===== src/rtl/step_driver_pkg.sv =====
// Shared types for the step_driver closed-loop counter driver.
// Holds the controller state encoding and the default count width.
package step_driver_pkg;

  localparam int WIDTH_DEF = 4;

  typedef enum logic [2:0] {
    IDLE  = 3'd0,
    CALC  = 3'd1,
    STEP  = 3'd2,
    CHECK = 3'd3,
    ERR   = 3'd4
  } state_t;

endpackage


===== src/rtl/step_driver_dir.sv =====
// Direction selector for step_driver: picks up (1) or down (0) toward target.
// STEP_DRIVER_WRAP_EN selects shortest modular distance; otherwise plain magnitude compare.
module step_dir_sel
  import step_driver_pkg::*;
#(
  parameter int WIDTH = WIDTH_DEF
) (
  input  logic [WIDTH-1:0] count_in,
  input  logic [WIDTH-1:0] target,
  output logic             up_down
);

`ifdef STEP_DRIVER_WRAP_EN
  localparam logic [WIDTH-1:0] HALF = WIDTH'(1) << (WIDTH - 1);

  logic [WIDTH-1:0] dist;

  // Forward distance wraps naturally; an exact half-turn tie resolves upward.
  always_comb begin
    dist    = target - count_in;
    up_down = (dist <= HALF);
  end
`else
  // Magnitude compare keeps every move on one side of the wrap point.
  always_comb begin
    up_down = (target > count_in);
  end
`endif

endmodule


===== src/rtl/step_driver.sv =====
// Closed-loop step driver: walks an external up/down counter one step at a time
// toward a commanded target and flags an error if the counter fails to follow.
// Optional build macro STEP_DRIVER_WRAP_EN (handled inside step_dir_sel).
module step_driver
  import step_driver_pkg::*;
#(
  parameter int WIDTH = WIDTH_DEF
) (
  input  logic             clk,
  input  logic             rst,
  input  logic             tgt_valid,
  output logic             tgt_ready,
  input  logic [WIDTH-1:0] tgt_value,
  input  logic [WIDTH-1:0] count_in,
  output logic             en,
  output logic             up_down,
  output logic             busy,
  output logic             done,
  output logic             err
);

  state_t           state;
  state_t           state_nxt;
  logic [WIDTH-1:0] target;
  logic [WIDTH-1:0] expected;
  logic             dir;
  logic             err_q;
  logic             sel_up;
  logic             accept;
  logic             hit_target;
  logic             follow_ok;

  function automatic logic [WIDTH-1:0] step_val(input logic [WIDTH-1:0] v,
                                                input logic             up);
    return up ? (v + WIDTH'(1)) : (v - WIDTH'(1));
  endfunction

  step_dir_sel #(
    .WIDTH(WIDTH)
  ) u_dir_sel (
    .count_in(count_in),
    .target  (target),
    .up_down (sel_up)
  );

  always_comb begin
    accept     = tgt_valid && tgt_ready;
    hit_target = (count_in == target);
    follow_ok  = (count_in == expected);
  end

  // State register
  always_ff @(posedge clk) begin
    if (rst) state <= IDLE;
    else     state <= state_nxt;
  end

  // Next-state logic
  always_comb begin
    state_nxt = state;
    unique case (state)
      IDLE:    if (accept) state_nxt = CALC;
      CALC:    state_nxt = hit_target ? IDLE : STEP;
      STEP:    state_nxt = CHECK;
      CHECK: begin
        if (!follow_ok)     state_nxt = ERR;
        else if (hit_target) state_nxt = IDLE;
        else                 state_nxt = STEP;
      end
      ERR:     if (accept) state_nxt = CALC;
      default: state_nxt = IDLE;
    endcase
  end

  // Control registers: target, latched direction, sticky error
  always_ff @(posedge clk) begin
    if (rst) begin
      target <= '0;
      dir    <= 1'b1;
      err_q  <= 1'b0;
    end else begin
      if (accept) begin
        target <= tgt_value;
        err_q  <= 1'b0;
      end
      if (state == CALC && !hit_target) dir <= sel_up;
      if (state == CHECK && !follow_ok) err_q <= 1'b1;
    end
  end

  // Expected follow-up value; direction comes from the selector only at CALC,
  // afterwards the latched direction keeps the move monotonic.
  always_ff @(posedge clk) begin
    if (state == CALC)       expected <= step_val(count_in, sel_up);
    else if (state == CHECK) expected <= step_val(count_in, dir);
  end

  // Output logic
  always_comb begin
    tgt_ready = !rst && (state == IDLE || state == ERR);
    en        = (state == STEP);
    busy      = (state == CALC) || (state == STEP) || (state == CHECK);
    done      = ((state == CALC) && hit_target) ||
                ((state == CHECK) && follow_ok && hit_target);
    up_down   = dir;
    err       = err_q;
  end

endmodule


===== config.mk =====
export PLATFORM = sky130hd
export DESIGN_NAME = step_driver
export DESIGN_NICKNAME = d
export VERILOG_FILES = /design/src/rtl/step_driver_pkg.sv /design/src/rtl/step_driver_dir.sv /design/src/rtl/step_driver.sv
export SDC_FILE = /design/constraint.sdc
export NUM_CORES = 1
export LEC_CHECK = 0
export BUFFER_PORTS_ARGS = -buffer_cell sky130_fd_sc_hd__buf_2
export CAP_MARGIN = 20
export CORE_MARGIN = 10
export CORE_UTILIZATION = 40
export DETAILED_ROUTE_END_ITERATION = 6
export SYNTH_ARGS = -nofsm -noshare
export SYNTH_HDL_FRONTEND = slang
export SYNTH_SLANG_ARGS = --single-unit

===== constraint.sdc =====
create_clock -name clk -period 1.62 [get_ports clk]
set_input_delay 0.081 -clock clk [delete_from_list [all_inputs] [get_ports clk]]
set_output_delay 0.081 -clock clk [all_outputs]
set_load 0.05 [all_outputs]

; ---- Yosys cells after proc, flatten, opt, wreduce, memory -nomap -nowiden
; Cells that the tools add are included.
[classes]
add_sub_neg = 2
magnitude_cmp = 1
eq_ne = 7
muxes = 10
reduce_logical = 18
[ops]
columns = operator, n
row1 = $mux W4, 4
row2 = $pmux W3 S4, 1
row3 = $eq A4 B4 Y1, 2
row4 = $logic_and A1 B1 Y1, 7
row5 = $eq A3 B2 Y1 const B, 2
row6 = $mux W3, 2
row7 = $add A4 B1 Y4 const B, 1
row8 = $gt A4 B4 Y1, 1
row9 = $logic_or A1 B1 Y1, 4
row10 = $reduce_bool A2 Y1, 2
row11 = $sub A4 B1 Y4 const B, 1
row12 = $eq A3 B1 Y1 const B, 1
row13 = $eq A3 B3 Y1 const B, 1
row14 = $logic_not A1 Y1, 3
row15 = $logic_not A3 Y1, 1
row16 = $mux W1, 2
row17 = $mux W2, 1
row18 = $ne A2 B1 Y1 const B, 1
row19 = $reduce_or A2 Y1, 1
[word_totals]
ff_bits = 13
inputBits = 11
output_inout_bits = 6
elab_cells = 43

; ---- Longest topological paths before layout
; Gate-level depths: netlist of run 1.
[logic_depth]
depth_word = 6
ltp_mapped = 7
ltp_nobuf = 7

; ---- Cells and area by module
; From an unflattened synthesis of run 1, not the netlist that was laid out.
[hier_totals]
cells_unflattened = 82
area_unflattened_um2 = 785.8
[by_module_without_submodules]
columns = mod, n_inst, cells_per_inst, area_each_um2, seq_area_each_um2
row1 = step_driver, 1, 69, 686.9, 300.3
row2 = step_dir_sel, 1, 13, 98.8, 0.0

; ---- Least setup slack after synthesis of run 1
; Ideal clock, no wire load.
[synth_timing]
kind = reg-to-output
from = reg expected[0]
to = out done
arrival_time_ns = 2.128
required_ns = 1.539
setup_slack_ns = -0.589
path_stages_with_launch = 4
path_cell_list = edfxtp_1 xor2_1 o41a_1 nor3b_1
[synth_via]
elab_chain_cells = 4
[synth_lines]
columns = item, line_no
row1 = from (decl), step_driver.sv:25  ; logic [WIDTH-1:0] expected;
row2 = from (signal assigned), step_driver.sv:94  ; if (state == CALC) expected <= step_val(count_in, sel_up);
row3 = from (signal assigned), step_driver.sv:95  ; else if (state == CHECK) expected <= step_val(count_in, dir);
row4 = $eq A4 B4 Y1, step_driver.sv:49  ; follow_ok = (count_in == expected);
row5 = $logic_and A1 B1 Y1 (2 in series), step_driver.sv:104  ; ((state == CHECK) && follow_ok && hit_target);
row6 = $logic_or A1 B1 Y1, step_driver.sv:103  ; done = ((state == CALC) && hit_target) ||
row7 = to (decl), step_driver.sv:18  ; output logic done,
; No other way between the ends.

; ---- Worst setup path after layout of run 1
[layout_timing]
from = reg expected[1]
to = out done
; The elaborated chain is that of the path after synthesis.

==> flow_results.org, run 1 <==
** STA
- Derived from the worst setup path, the maximum achievable clock frequency is 583 MHz.
- Min Clock Period, post-route :: 1.72 ns
- Pin slew with the least headroom to its limit :: 0.264 ns
- Clock skew on the completed layout was measured at 0.00445 ns.
- Measured against its own limit, the worst slew margin works out to 0.823.
- Setup violations remaining at the end of the flow were counted as 3.
- Final hold vios :: 0
- In the post-route analysis, the smallest setup slack over all paths is -0.0953 ns.
- Setup Total Neg Slack :: -0.142 ns
- Setup repair after global routing missed its margin :: true
- The number of max-slew violations in the final report is 0.
- Period utilisation layout :: 1.06

** Hold path
- The startpoint identified for the worst hold timing path is tgt_value[1].
- The worst hold path was traced through 3 stages.
- Min-Delay Path Class :: in2reg

** Global routing
- Largest net degree at the start of global routing :: 11
- All-Layer GR Usage :: 0.0920
- The first global-routing pass estimated about 3000 um of wire.
- Global routing finished with a remaining overflow of 0.
- The number of antenna violations at the first check in global routing is 0.
- Via count of the first global-routing pass :: 708

** Clock tree
- Clock-pin slew was measured on the worst setup and hold paths at 0.08 ns.
- CTS built an H-tree with a depth of 1.
- CTS tree :: yes
- Maximum number of buffers from clock root to sink :: 2
- Clock latency of the later-clocked register in the worst-skew pair :: 0.28 ns
- Hold-fix buffers at CTS :: 0
- Number of sinks handled by clock tree synthesis :: 13
- Num CTS Buffers :: 3
- The tree is rooted in a sky130_fd_sc_hd__clkbuf_4.

** Floorplanning
- For this configuration, the core starts out at a cell density of 0.425.
- Height of the chip :: 62.9 um
- In this run the standard cell core region covers 0.00173 mm2.
- The die covers 0.00395 mm2.
- The initialized floorplan defines 15 standard-cell rows.
- 17 I/O pins were placed.
- Die Wd :: 62.9 um

** Critical path
- Source of the critical timing path :: expected[1]
- Measured in cells, the most critical reg-to-reg path has a length of 7.
- The worst register-to-register path ends at expected[2].
- The most critical setup path has its endpoint at done.
- STA classifies the critical path startpoint as a flip-flop.
- Counting buffers and inverters, the worst setup path is 4 cells deep.
- Slowest stage cell, crit path :: sky130_fd_sc_hd__o41a_1
- STA classifies the critical path endpoint as an output pin.
- The worst register-to-register path has a setup slack of -0.03 ns.
- Among cell families on the critical path, the largest total delay comes from compound AO/OA/AOI/OAI gates.
- Number of buffer and inverter stages on the critical path :: 1
- CP Max Fanout :: 2
- Worst R2R Start :: target[0]
- Data arrives at the worst endpoint at between 1.5 and 2 ns.
- Slowest Stage Delay on Critical Path :: between 0.4 and 0.5 ns
- Crit path kind :: reg2out
- The signal on the critical path passes through xor2_1 > o41a_1 > nor3b_2 > buf_6.
- Required time of the worst setup path :: 1.54 ns

** Synthesis
- Of the total synthesized cell area, the portion taken by AND, OR, NAND and NOR gates is 0.203.
- Xor and xnor area share after synthesis :: 0.0835
- Warnings from Yosys :: 0
- Number of synthesized register bits :: 13
- The share of synthesized area in the top cell type comes to 0.245.
- After synthesis, the share of cell area in mux cells is 0.0409.
- The compound-cell area share of the yosys netlist was 0.116.
- By area, the combinational part of the netlist is dominated by simple AND/OR/NAND/NOR gates.
- Fraction of the yosys area taken by sequential cells :: 0.409
- Netlist area before placement :: 734 um2
- Of all cell types, the one taking the most synthesized area is sky130_fd_sc_hd__dfxtp_1.
- After technology mapping, the gate count stands at 79.
- Number of nets in the synthesized netlist :: 96
- Synthesis instantiated 23 different standard cells from the library.
- Of the total synthesized cell area, the portion taken by full adders, half adders and majority gates is 0.102.
- Average instance area after synthesis :: 9.30 um2
- Top cells by area, synth :: sky130_fd_sc_hd__dfxtp_1 25%, sky130_fd_sc_hd__edfxtp_1 16%, sky130_fd_sc_hd__ha_1 10%

** Final layout
- Total number of nets in the final design :: 125
- Final instance area :: 998 um2
- Area Overhead vs Synth :: 35.9%
- In the final layout, the share of cells above drive strength 1 is 0.383.
- Fill cells in the final layout number ~180.
- Diode insertion count for antenna repair :: 0
- Once layout is complete, the utilization of the core stands at 0.578.

** Flow run
- Max capacitance violation total :: 0

** Placed design
- Final HPWL from detailed placement :: 1370 um
- Final estimated routing congestion in global placement :: 0.762
- Area of placed instances :: around 940 um2
- Buffers placed on the I/O ports in this run total 16.

** Route
- After detailed routing, the number of vias per cell comes to 4.91.
- After detailed routing, the number of remaining DRC violations is 0.
- Post-DR wirelength/cell :: roughly 13 um
- Summing over every cut layer, the via total after detailed routing is around 650.
- In this run, the number of DRC markers left after iteration 0 of detailed routing was 24.
- The count of nets left with antenna violations once routing finished came out at 0.
- Final WL :: 1650 um
- The pre-antenna-repair detailed-routing pass consisted of 4 iterations.

** Run status
- Violations in the final reports :: negative setup slack
- The run finished, with violations left.

** Power
- Overall power after layout :: 819 uW
- VDD sags by at most 0.479 mV.
- Lkg Pwr :: around 0.00044 uW
- Pwr/cell area :: 820 mW/mm2
-- kinds of logic after synthesis --
logic type	after synthesis
and+or+nand+nor	28
AOI/OAI and AO/OA	13
DFF	13
buffers and inverters	9
xor gates and xnor gates	7
adders and majority gates	6
muxes	3
-- cell usage after synthesis, drive strengths merged --
master  number
a21oi        9
xnor2        3
inv          7
buf          1
edfxtp       4
nor2b        2
nor3b        3
xor2         4
nand4        1
clkbuf       1
dfxtp        9
o211ai       1
nor2         5
nor3         4
mux2i        3
nand2        8
ha           6
nand3        4
a211o        1
nand3b       1
o41a         1
a31oi        1
-- cells in the final DEF (no fill, tap or decap) --
cell,n
sky130_fd_sc_hd__nand4_1,1
sky130_fd_sc_hd__clkbuf_1,1
sky130_fd_sc_hd__clkbuf_4,3
sky130_fd_sc_hd__o41a_1,1
sky130_fd_sc_hd__buf_4,10
sky130_fd_sc_hd__inv_2,1
sky130_fd_sc_hd__a31oi_2,1
sky130_fd_sc_hd__edfxtp_1,4
sky130_fd_sc_hd__a211o_1,1
sky130_fd_sc_hd__ha_1,3
sky130_fd_sc_hd__a21oi_1,9
sky130_fd_sc_hd__inv_1,6
sky130_fd_sc_hd__nand3_1,4
sky130_fd_sc_hd__nor3b_4,1
sky130_fd_sc_hd__nor3b_2,2
sky130_fd_sc_hd__nand2_1,8
sky130_fd_sc_hd__buf_2,15
sky130_fd_sc_hd__dfxtp_1,5
sky130_fd_sc_hd__xor2_1,4
sky130_fd_sc_hd__o211ai_1,1
sky130_fd_sc_hd__buf_6,1
sky130_fd_sc_hd__nor3_1,4
sky130_fd_sc_hd__dfxtp_2,4
sky130_fd_sc_hd__ha_4,3
sky130_fd_sc_hd__nor2b_1,2
sky130_fd_sc_hd__xnor2_1,3
sky130_fd_sc_hd__mux2i_1,3
sky130_fd_sc_hd__nand3b_1,1
sky130_fd_sc_hd__nor2_1,5
-- area by class of cell --
type | instances | area (um2) | area share
Clock buffer | 4 | 26.3 | 0.0263
Multi-Input combinational cell | 57 | 448 | 0.449
Timing Repair Buffer | 26 | 161 | 0.162
Inverter | 7 | 26.3 | 0.0263
Tap cell | 25 | 31.3 | 0.0313
Sequential cell | 13 | 305 | 0.306
-- per-stage QoR --
step	hold slack, ns	worst slack (ns)	instances
final	0.0442	-0.0953	132
after global routing	0.0312	-0.233	132
after CTS	0.0368	-0.125	132
after detailed placement	0.336	-0.0584	127
after global placement	0.327	-0.000799	127
after floorplan	0.212	-0.111	79
-- layer usage --
| metal | vias up | wire (um) | global-route usage |
|---|---|---|---|
| li1 | 331 | - | - |
| met5 | - | 0 | 0 |
| met4 | 0 | 36 | 0.0503 |
| met3 | 4 | 95 | 0.0251 |
| met2 | 15 | 828 | 0.160 |
| met1 | 298 | 691 | 0.0977 |
-- report_power, final --
part | switching, uW | internal (uW)
sequential | 14.8 | 364
clock | 107 | 95.5
combinational | 134 | 104
total | 256 | 563
-- worst register-to-register path: stages (launching register included) --
cell and delay (ns):
sky130_fd_sc_hd__dfxtp_2 0.34, sky130_fd_sc_hd__inv_2 0.03, sky130_fd_sc_hd__ha_1 0.26, sky130_fd_sc_hd__nand4_1 0.09, sky130_fd_sc_hd__mux2i_1 0.10, sky130_fd_sc_hd__a31oi_2 0.24, sky130_fd_sc_hd__mux2i_1 0.26, sky130_fd_sc_hd__xnor2_1 0.08
-- flip-flops by register name, indices dropped and copies added (netlist names) --
name,cells
err,1
expected,4
up_down,1
state,3
target,4
-- what timing repair did --
item / in CTS / in global routing
setup endpoints to repair: 3 / 6
setup buffers: 1 / 0
gates resized for setup: 3 / 2
pin swaps: 3 / 1
-- worst min path at each step --
stage	slack, ns	end
2_1_floorplan	0.21	expected[0]
3_3_place_gp	0.33	target[0]
3_5_place_dp	0.34	target[2]
4_1_cts	0.04	target[2]
5_1_grt	0.03	target[1]
6_report	0.04	target[1]
Power figures use the tool's default switching activity.
==> run 2: changes to the inputs <==
==> constraint.sdc (replaced) <==
create_clock -name clk -period 2.1 [get_ports clk]
set_input_delay 0.105 -clock clk [delete_from_list [all_inputs] [get_ports clk]]
set_output_delay 0.105 -clock clk [all_outputs]
set_load 0.05 [all_outputs]
==> flow_results.org, run 2 (synthesis results as in run 1) <==
** Floorplanning
- DIE AREA :: 0.00395 mm2 (unchanged)
- Row count :: 15 (unchanged)
- Height of the chip :: 62.9 um (unchanged)
- Number of top-level pins :: 17 (unchanged)
- The effective utilization at floorplan is 0.425 (unchanged).
- Die Wd :: 62.9 um (unchanged)
- The standard cell core area came to 0.00173 mm2 (unchanged).

** Power
- Flop pwr share :: 0.479 (+0.017)
- The maximum resistive drop on vdd was 0.333 mV (-30%).
- The power density of the placed cells is 685 mW/mm2 (-16%).
- The total power is 607 uW (-26%).
- Lkg Pwr :: 0.000400 uW (-9.2%)
- Fraction of power spent switching nets :: 0.320 (+0.00791)
- Part of the power in the clock network :: 0.260 (+0.013)
- The combinational share of power is 0.261 (-0.030).
- Internal :: 413 uW (-27%)
- Reported net switching power :: 194 uW (-24%)

** Critical path
- The combined buffer and inverter count along the critical path is 1 (unchanged).
- The setup slack of the worst register-to-register path is 0.29 ns (+0.32 ns).
- The largest driver fanout on the critical path was 3 (+1).
- Crit path kind :: reg2out
- The data required time at the worst endpoint was 2.00 ns (+0.46 ns).
- The worst setup path is launched from a flip-flop.
- Type of element capturing the critical path :: output pin
- Data arrival time of the worst path :: 1.76 ns (+0.13 ns)
- The critical path goes through xor2_1 > o41a_1 > nor3b_2 > buf_2.
- Slowest Stage Delay on Critical Path :: 0.46 ns (about the same)
- Kind of cell with the highest combined delay on the critical path :: compound AO/OA/AOI/OAI gates
- Slowest stage cell, crit path :: sky130_fd_sc_hd__o41a_1

** Route
- Detailed router's first-iteration violation count :: 21 (-13%)
- Post-DR wirelength/cell :: 12.1 um (-3.5%)
- Total DRC errors in the routed layout :: 0 (unchanged)
- The sum of routed wire length over all layers was 1500 um (-9.3%).
- The length of the first detailed-routing pass in iterations is 4 (unchanged).
- Overall via count from detail_route :: 589 (-9.1%)
- The antenna violation net count after detailed routing is 0 (unchanged).
- The mean number of vias per cell came to 4.75 (-3.2%).

** STA
- Setup repair after global routing left no endpoint under its margin.
- Highest achievable clock rate :: 535 MHz
- The worst-case clock skew came to 0.00411 ns (-0.000340 ns).
- Pin slew with the least headroom to its limit :: 0.344 ns (+0.0793 ns)
- Setup Total Neg Slack :: 0 ns (+0.142 ns)
- The tightest hold margin came to 0.0657 ns (+0.0215 ns).
- Post-layout worst setup margin :: 0.231 ns (+0.327 ns)
- Period utilisation layout :: 0.890
- Max-slew violation count :: 0 (unchanged)
- The worst slew margin relative to its limit was 0.770 (-0.0527).
- Min Clock Period, post-route :: 1.87 ns
- Final hold vios :: 0 (unchanged)
- Count of final setup violators :: 0 (-3)

** Final layout
- In the layout the commonest cells are 16 x sky130_fd_sc_hd__buf_2, 9 x sky130_fd_sc_hd__a21oi_1, 9 x sky130_fd_sc_hd__dfxtp_1, 8 x sky130_fd_sc_hd__nand2_1, 7 x sky130_fd_sc_hd__inv_1.
- In the final layout, the registers with the most flip-flops are expected x4, target x4, state x3.
- Share of cells above drive strength 1 :: 0.253 (-0.131)
- The library cell used most frequently in the layout, excluding fill and tap cells, is sky130_fd_sc_hd__buf_2.
- Area Overhead vs Synth :: 20.6%
- The total inserted antenna cells is 0 (unchanged).
- Fill cell instance count of the final layout :: 185 (+5.7%)
- The number of nets in the layout is 117 (-6.4%).

** Clock tree
- The cell sitting at the root of the clock tree is a sky130_fd_sc_hd__clkbuf_4.
- The hold buffer count at CTS was 0 (unchanged).
- CTS tree :: yes
- The clock latency on the worst-skew pair was 0.28 ns (about the same).
- Number of sinks handled by clock tree synthesis :: 13 (unchanged)
- The number of setup buffers added after CTS is 0 (-1).
- H-tree lvl count :: 1 (unchanged)
- The maximum clock path buffer count came to 2 (unchanged).
- Number of instances resized during post-cts repair :: 0 (-3)
- The clock buffer count from CTS was 3 (unchanged).
- The clock slew at the register clock pins of the worst setup and hold paths was 0.08 ns (about the same).

** Global routing
- The overall fraction of global-route tracks in use was 0.0819 (-0.0101).
- Remaining global-route overflow :: 0 (unchanged)
- The number of antenna violations at the first check in global routing is 0 (unchanged).
- Largest net degree at the start of global routing :: 11 (unchanged)
- Global-route wire length before repair :: 2600 um (-14%)
- The number of global-route vias before repair is 581 (-18%).

** Placed design
- The detailed placement HPWL is 1190 um (-13%).
- Final estimated routing congestion in global placement :: 0.735 (-3.6%)
- The number of port buffers is 16 (unchanged).
- The placement-stage worst setup slack came to 0.255 ns (+0.314 ns).

** Flow run
- The number of maximum-capacitance constraint violations was 0 (unchanged).

** Hold path
- The tightest min-delay check is of the in2reg type.

** Run status
- Outcome :: finished, final reports clean
==> run 2: power groups by stage <==
| stage | logic, uW | clock network [uW] | registers [uW] |
|---|---|---|---|
| after global placement | 158 | 0 | 296 |
| final | 158 | 158 | 291 |
| after floorplan | 109 | 0 | 303 |
| after detailed placement | 161 | 0 | 297 |
| after CTS | 162 | 167 | 291 |
| after global routing | 178 | 173 | 293 |
==> run 2: per-layer routing <==
| metal | up-vias | part of all wire | global-route usage |
|---|---|---|---|
| met3 | 5 | 0.062 | 0.0323 |
| met1 | 259 | 0.45 | 0.0937 |
| met2 | 13 | 0.46 | 0.124 |
| met5 | - | 0 | 0 |
| li1 | 312 | - | - |
| met4 | 0 | 0.025 | 0.0503 |
==> run 2: path summary, 6_finish.rpt <==
path | to | depth (start not counted) | from
worst min-delay path | target[1] | 3 | tgt_value[1]
worst min register to register | target[0] | 2 | target[0]
worst max-delay path | done | 4 | expected[0]
worst max register to register | expected[3] | 7 | target[0]
==> run 2: stage by stage <==
| stage | instance area [um2] | cells | utilization |
|---|---|---|---|
| final | 886 | 124 | 0.513 |
| after global routing | 886 | 124 | 0.513 |
| after CTS | 886 | 124 | 0.513 |
| after detailed placement | 858 | 120 | 0.497 |
| after global placement | 858 | 120 | 0.497 |
| after floorplan | 739 | 79 | - |
==> run 2: area by class of cell <==
| type | count | area [um2] | share of cell area |
|---|---|---|---|
| Clock inverter | 1 | 5.00 | 0.00565 |
| Tap cell | 25 | 31.3 | 0.0353 |
| Inverter | 7 | 26.3 | 0.0297 |
| Sequential cell | 13 | 300 | 0.339 |
| Timing Repair Buffer | 18 | 95.1 | 0.107 |
| Clock buffer | 3 | 22.5 | 0.0254 |
| Multi-Input combinational cell | 57 | 405 | 0.458 |
==> run 2: worst register-to-register path, stage by stage (launching register included) <==
cell	delay, ns
sky130_fd_sc_hd__dfxtp_1	0.33
sky130_fd_sc_hd__inv_1	0.04
sky130_fd_sc_hd__ha_1	0.26
sky130_fd_sc_hd__nand4_1	0.18
sky130_fd_sc_hd__mux2i_1	0.12
sky130_fd_sc_hd__a31oi_2	0.30
sky130_fd_sc_hd__mux2i_1	0.27
sky130_fd_sc_hd__xnor2_1	0.08
==> run 3: changes to the inputs <==
--- a/config.mk
+++ b/config.mk
@@ -8,8 +8,9 @@
 export BUFFER_PORTS_ARGS = -buffer_cell sky130_fd_sc_hd__buf_2
 export CAP_MARGIN = 20
 export CORE_MARGIN = 10
-export CORE_UTILIZATION = 40
+export CORE_UTILIZATION = 54
 export DETAILED_ROUTE_END_ITERATION = 6
+export PLACE_DENSITY = 0.8
 export SYNTH_ARGS = -nofsm -noshare
 export SYNTH_HDL_FRONTEND = slang
 export SYNTH_SLANG_ARGS = --single-unit
==> flow_results.org, run 3 (synthesis results as in run 1) <==
** Global routing
- Global-route wire length before repair :: 2280 um (-12%)
- The met2 track demand over resource in global routing was 0.135 (+0.0105).
- Remaining global-route overflow :: 0 (unchanged)
- Global routing usage on met1 :: 0.0916 (-0.00206)
- Via count of the first global-routing pass :: 546 (-6.0%)
- Met3 demand-to-capacity share in global routing :: 0.0337 (+0.00145)
- All-Layer GR Usage :: 0.0861 (+0.00427)
- Largest net degree at the start of global routing :: 11 (unchanged)
- Most used routing layer in global routing :: met2
- The number of antenna violations at the first check in global routing was 0 (unchanged).

** Power
- The maximum resistive drop on vdd came to 0.621 mV (+86%).
- Lkg Pwr :: 0.000393 uW (-1.8%)
- Pwr/cell area :: 695 mW/mm2 (+1.4%)

** STA
- The share of the clock period used by the worst path after layout was 0.890 (about the same).
- Skew final :: 0.00290 ns (-0.00121 ns)
- Pin slew with the least headroom to its limit :: 0.520 ns (+0.176 ns)
- The minimum clock period came to 1.87 ns (+0.0000300 ns).
- The number of failing setup endpoints in the final timing report came to 0 (unchanged).
- The number of max-slew violations in the final report was 0 (unchanged).
- Final hold vios :: 0 (unchanged)
- The highest clock frequency the design can meet came to 535 MHz (about the same).
- The worst slew margin relative to its limit came to 0.652 (-0.118).
- Setup repair after global routing missed its margin :: false
- Setup Total Neg Slack :: 0 ns (unchanged)

** Hold path
- Min-Delay Path Class :: in2reg
- The worst hold path terminates at target[0].
- Critical hold path startpoint :: tgt_value[0]
- The number of cells on the worst hold path was 3 (unchanged).

** Critical path
- CP Max Fanout :: 3 (unchanged)
- Worst setup SP type :: flip-flop
- Crit path kind :: reg2out
- Worst R2R Start :: target[0]
- The worst setup path is captured at an output pin.
- The number of cells on the worst reg-to-reg path came to 7 (unchanged).
- The setup slack of the worst register-to-register path came to 0.27 ns (-0.02 ns).
- The endpoint identified for the worst register-to-register timing path is expected[3].
- The arrival time of data at the critical path endpoint is 1.76 ns (about the same).
- The data required time at the worst endpoint is 2.00 ns (about the same).

** Route
- Vias per std cell :: 5.33 (+12%)
- Detailed router's first-iteration violation count :: 7 (-67%)
- Remaining antenna violation count :: 0 (unchanged)
- Final WL :: 1430 um (-4.5%)
- First-pass iteration count of the detailed router :: 4 (unchanged)
- Total DRC errors in the routed layout :: 0 (unchanged)
- The total via count in the routed design was 602 (+2.2%).
- Post-DR wirelength/cell :: 12.6 um (+4.8%)

** Floorplanning
- The die extent in x is 56.9 um (-9.5%).
- Height of the chip :: 56.9 um (-9.5%)
- The effective utilization at floorplan was 0.572 (+0.146).
- CORE AREA :: 0.00128 mm2 (-26%)
- DIE AREA :: 0.00324 mm2 (-18%)
- The row count is 13 (-2).
- The I/O pin count was 17 (unchanged).

** Final layout
- Final instance area :: 865 um2 (-2.4%)
- In the final layout, the registers with the most flip-flops are expected x4, target x4, state x3.
- The top cell types in the final layout, fill and taps aside, are 16 x sky130_fd_sc_hd__buf_2, 9 x sky130_fd_sc_hd__a21oi_1, 9 x sky130_fd_sc_hd__dfxtp_1, 8 x sky130_fd_sc_hd__nand2_1, 7 x sky130_fd_sc_hd__inv_1.
- Footprint of the flip-flops and latches :: 300 um2 (unchanged)
- Leading cell type in the layout, fill and taps excluded :: sky130_fd_sc_hd__buf_2
- Filler-free cell count of the finished design :: 113 (-8.9%)
- The total of fill cells in the finished design is 111 (-40%).
- Area Overhead vs Synth :: 17.7%
- Total number of nets in the final design :: 116 (-0.85%)
- The fraction of the core area covered by cells at the end of the flow was 0.673 (+0.160).
- The total inserted antenna cells was 0 (unchanged).
- The share of cells above drive strength 1 was 0.235 (-0.0178).
- Combined area of the multi-input logic cells :: 405 um2 (unchanged)

** Flow run
- Max capacitance violation total :: 0 (unchanged)

** Clock tree
- Number of instances resized during post-cts repair :: 0 (unchanged)
- The cell sitting at the root of the clock tree is a sky130_fd_sc_hd__clkbuf_4.
- The clock latency on the worst-skew pair is 0.28 ns (about the same).
- The count of H-tree levels built during CTS was 1 (unchanged).
- Num CTS Buffers :: 3 (unchanged)
- TritonCTS built the clock tree.
- Number of sinks handled by clock tree synthesis :: 13 (unchanged)
- The clock slew at the register clock pins of the worst setup and hold paths was 0.07 ns (about the same).
- The hold buffer count at CTS is 0 (unchanged).
- Post-CTS setup repair buffer count :: 0 (unchanged)
- The maximum clock path buffer count was 2 (unchanged).

** Placed design
- The detailed placement HPWL came to 1170 um (-1.6%).
- The cell area reported after detailed placement is 838 um2 (-2.3%).
- The number of port buffers came to 16 (unchanged).
- Post-Place Cells :: 109 (-9.2%)
- The final weighted congestion of routability-driven global placement is 0.804 (+9.4%).

** Run status
- Outcome :: finished, final reports clean
## run 3: cell types whose count changed in the layout (fill, tap and decap cells not counted)
cell,change
sky130_fd_sc_hd__clkinv_2,-1
sky130_fd_sc_hd__buf_4,-1
sky130_fd_sc_hd__clkbuf_1,+1
## run 3: where the power goes
group | internal (uW) | switching (uW) | leakage (uW)
logic | 59.5 | 94.9 | 0.000267
clock network | 73.9 | 81.1 | 0.0000150
registers | 280 | 11.7 | 0.000111
## run 3: routing by layer
layer / share of wire / wire (um)
met1: 0.43 / 617
met2: 0.47 / 678
met3: 0.066 / 95
met4: 0.027 / 38
met5: 0 / 0
## run 3: cell type report
cell class | count | share of cell area
Timing Repair Buffer | 17 | 0.101
Clock buffer | 4 | 0.0304
Tap cell | 15 | 0.0217
Multi-Input combinational cell | 57 | 0.469
Inverter | 7 | 0.0304
Sequential cell | 13 | 0.347
## run 3: how the worst max path moves through the flow
| stage | startpoint | end | slack [ns] |
|---|---|---|---|
| after CTS | expected[1] | done | 0.21 |
| after global routing | expected[0] | done | 0.14 |
| after detailed placement | target[0] | expected[3] | 0.27 |
| after global placement | target[0] | expected[3] | 0.31 |
| final | expected[1] | done | 0.23 |
| after floorplan | state[1] | state[1] | 0.04 |
## run 3: critical path, stage by stage (launching register included)
cell and delay, ns:
sky130_fd_sc_hd__edfxtp_1 0.38, sky130_fd_sc_hd__xor2_1 0.16, sky130_fd_sc_hd__o41a_1 0.47, sky130_fd_sc_hd__nor3b_2 0.19
sky130_fd_sc_hd__buf_2 0.28
## run 3: metrics by stage
stage | hold slack (ns) | total power [uW] | setup slack [ns]
3_3_place_gp | 0.357 | 449 | 0.313
2_1_floorplan | 0.236 | 412 | 0.0357
6_report | 0.0669 | 601 | 0.231
3_5_place_dp | 0.369 | 452 | 0.271
5_1_grt | 0.0773 | 630 | 0.140
4_1_cts | 0.0705 | 605 | 0.212
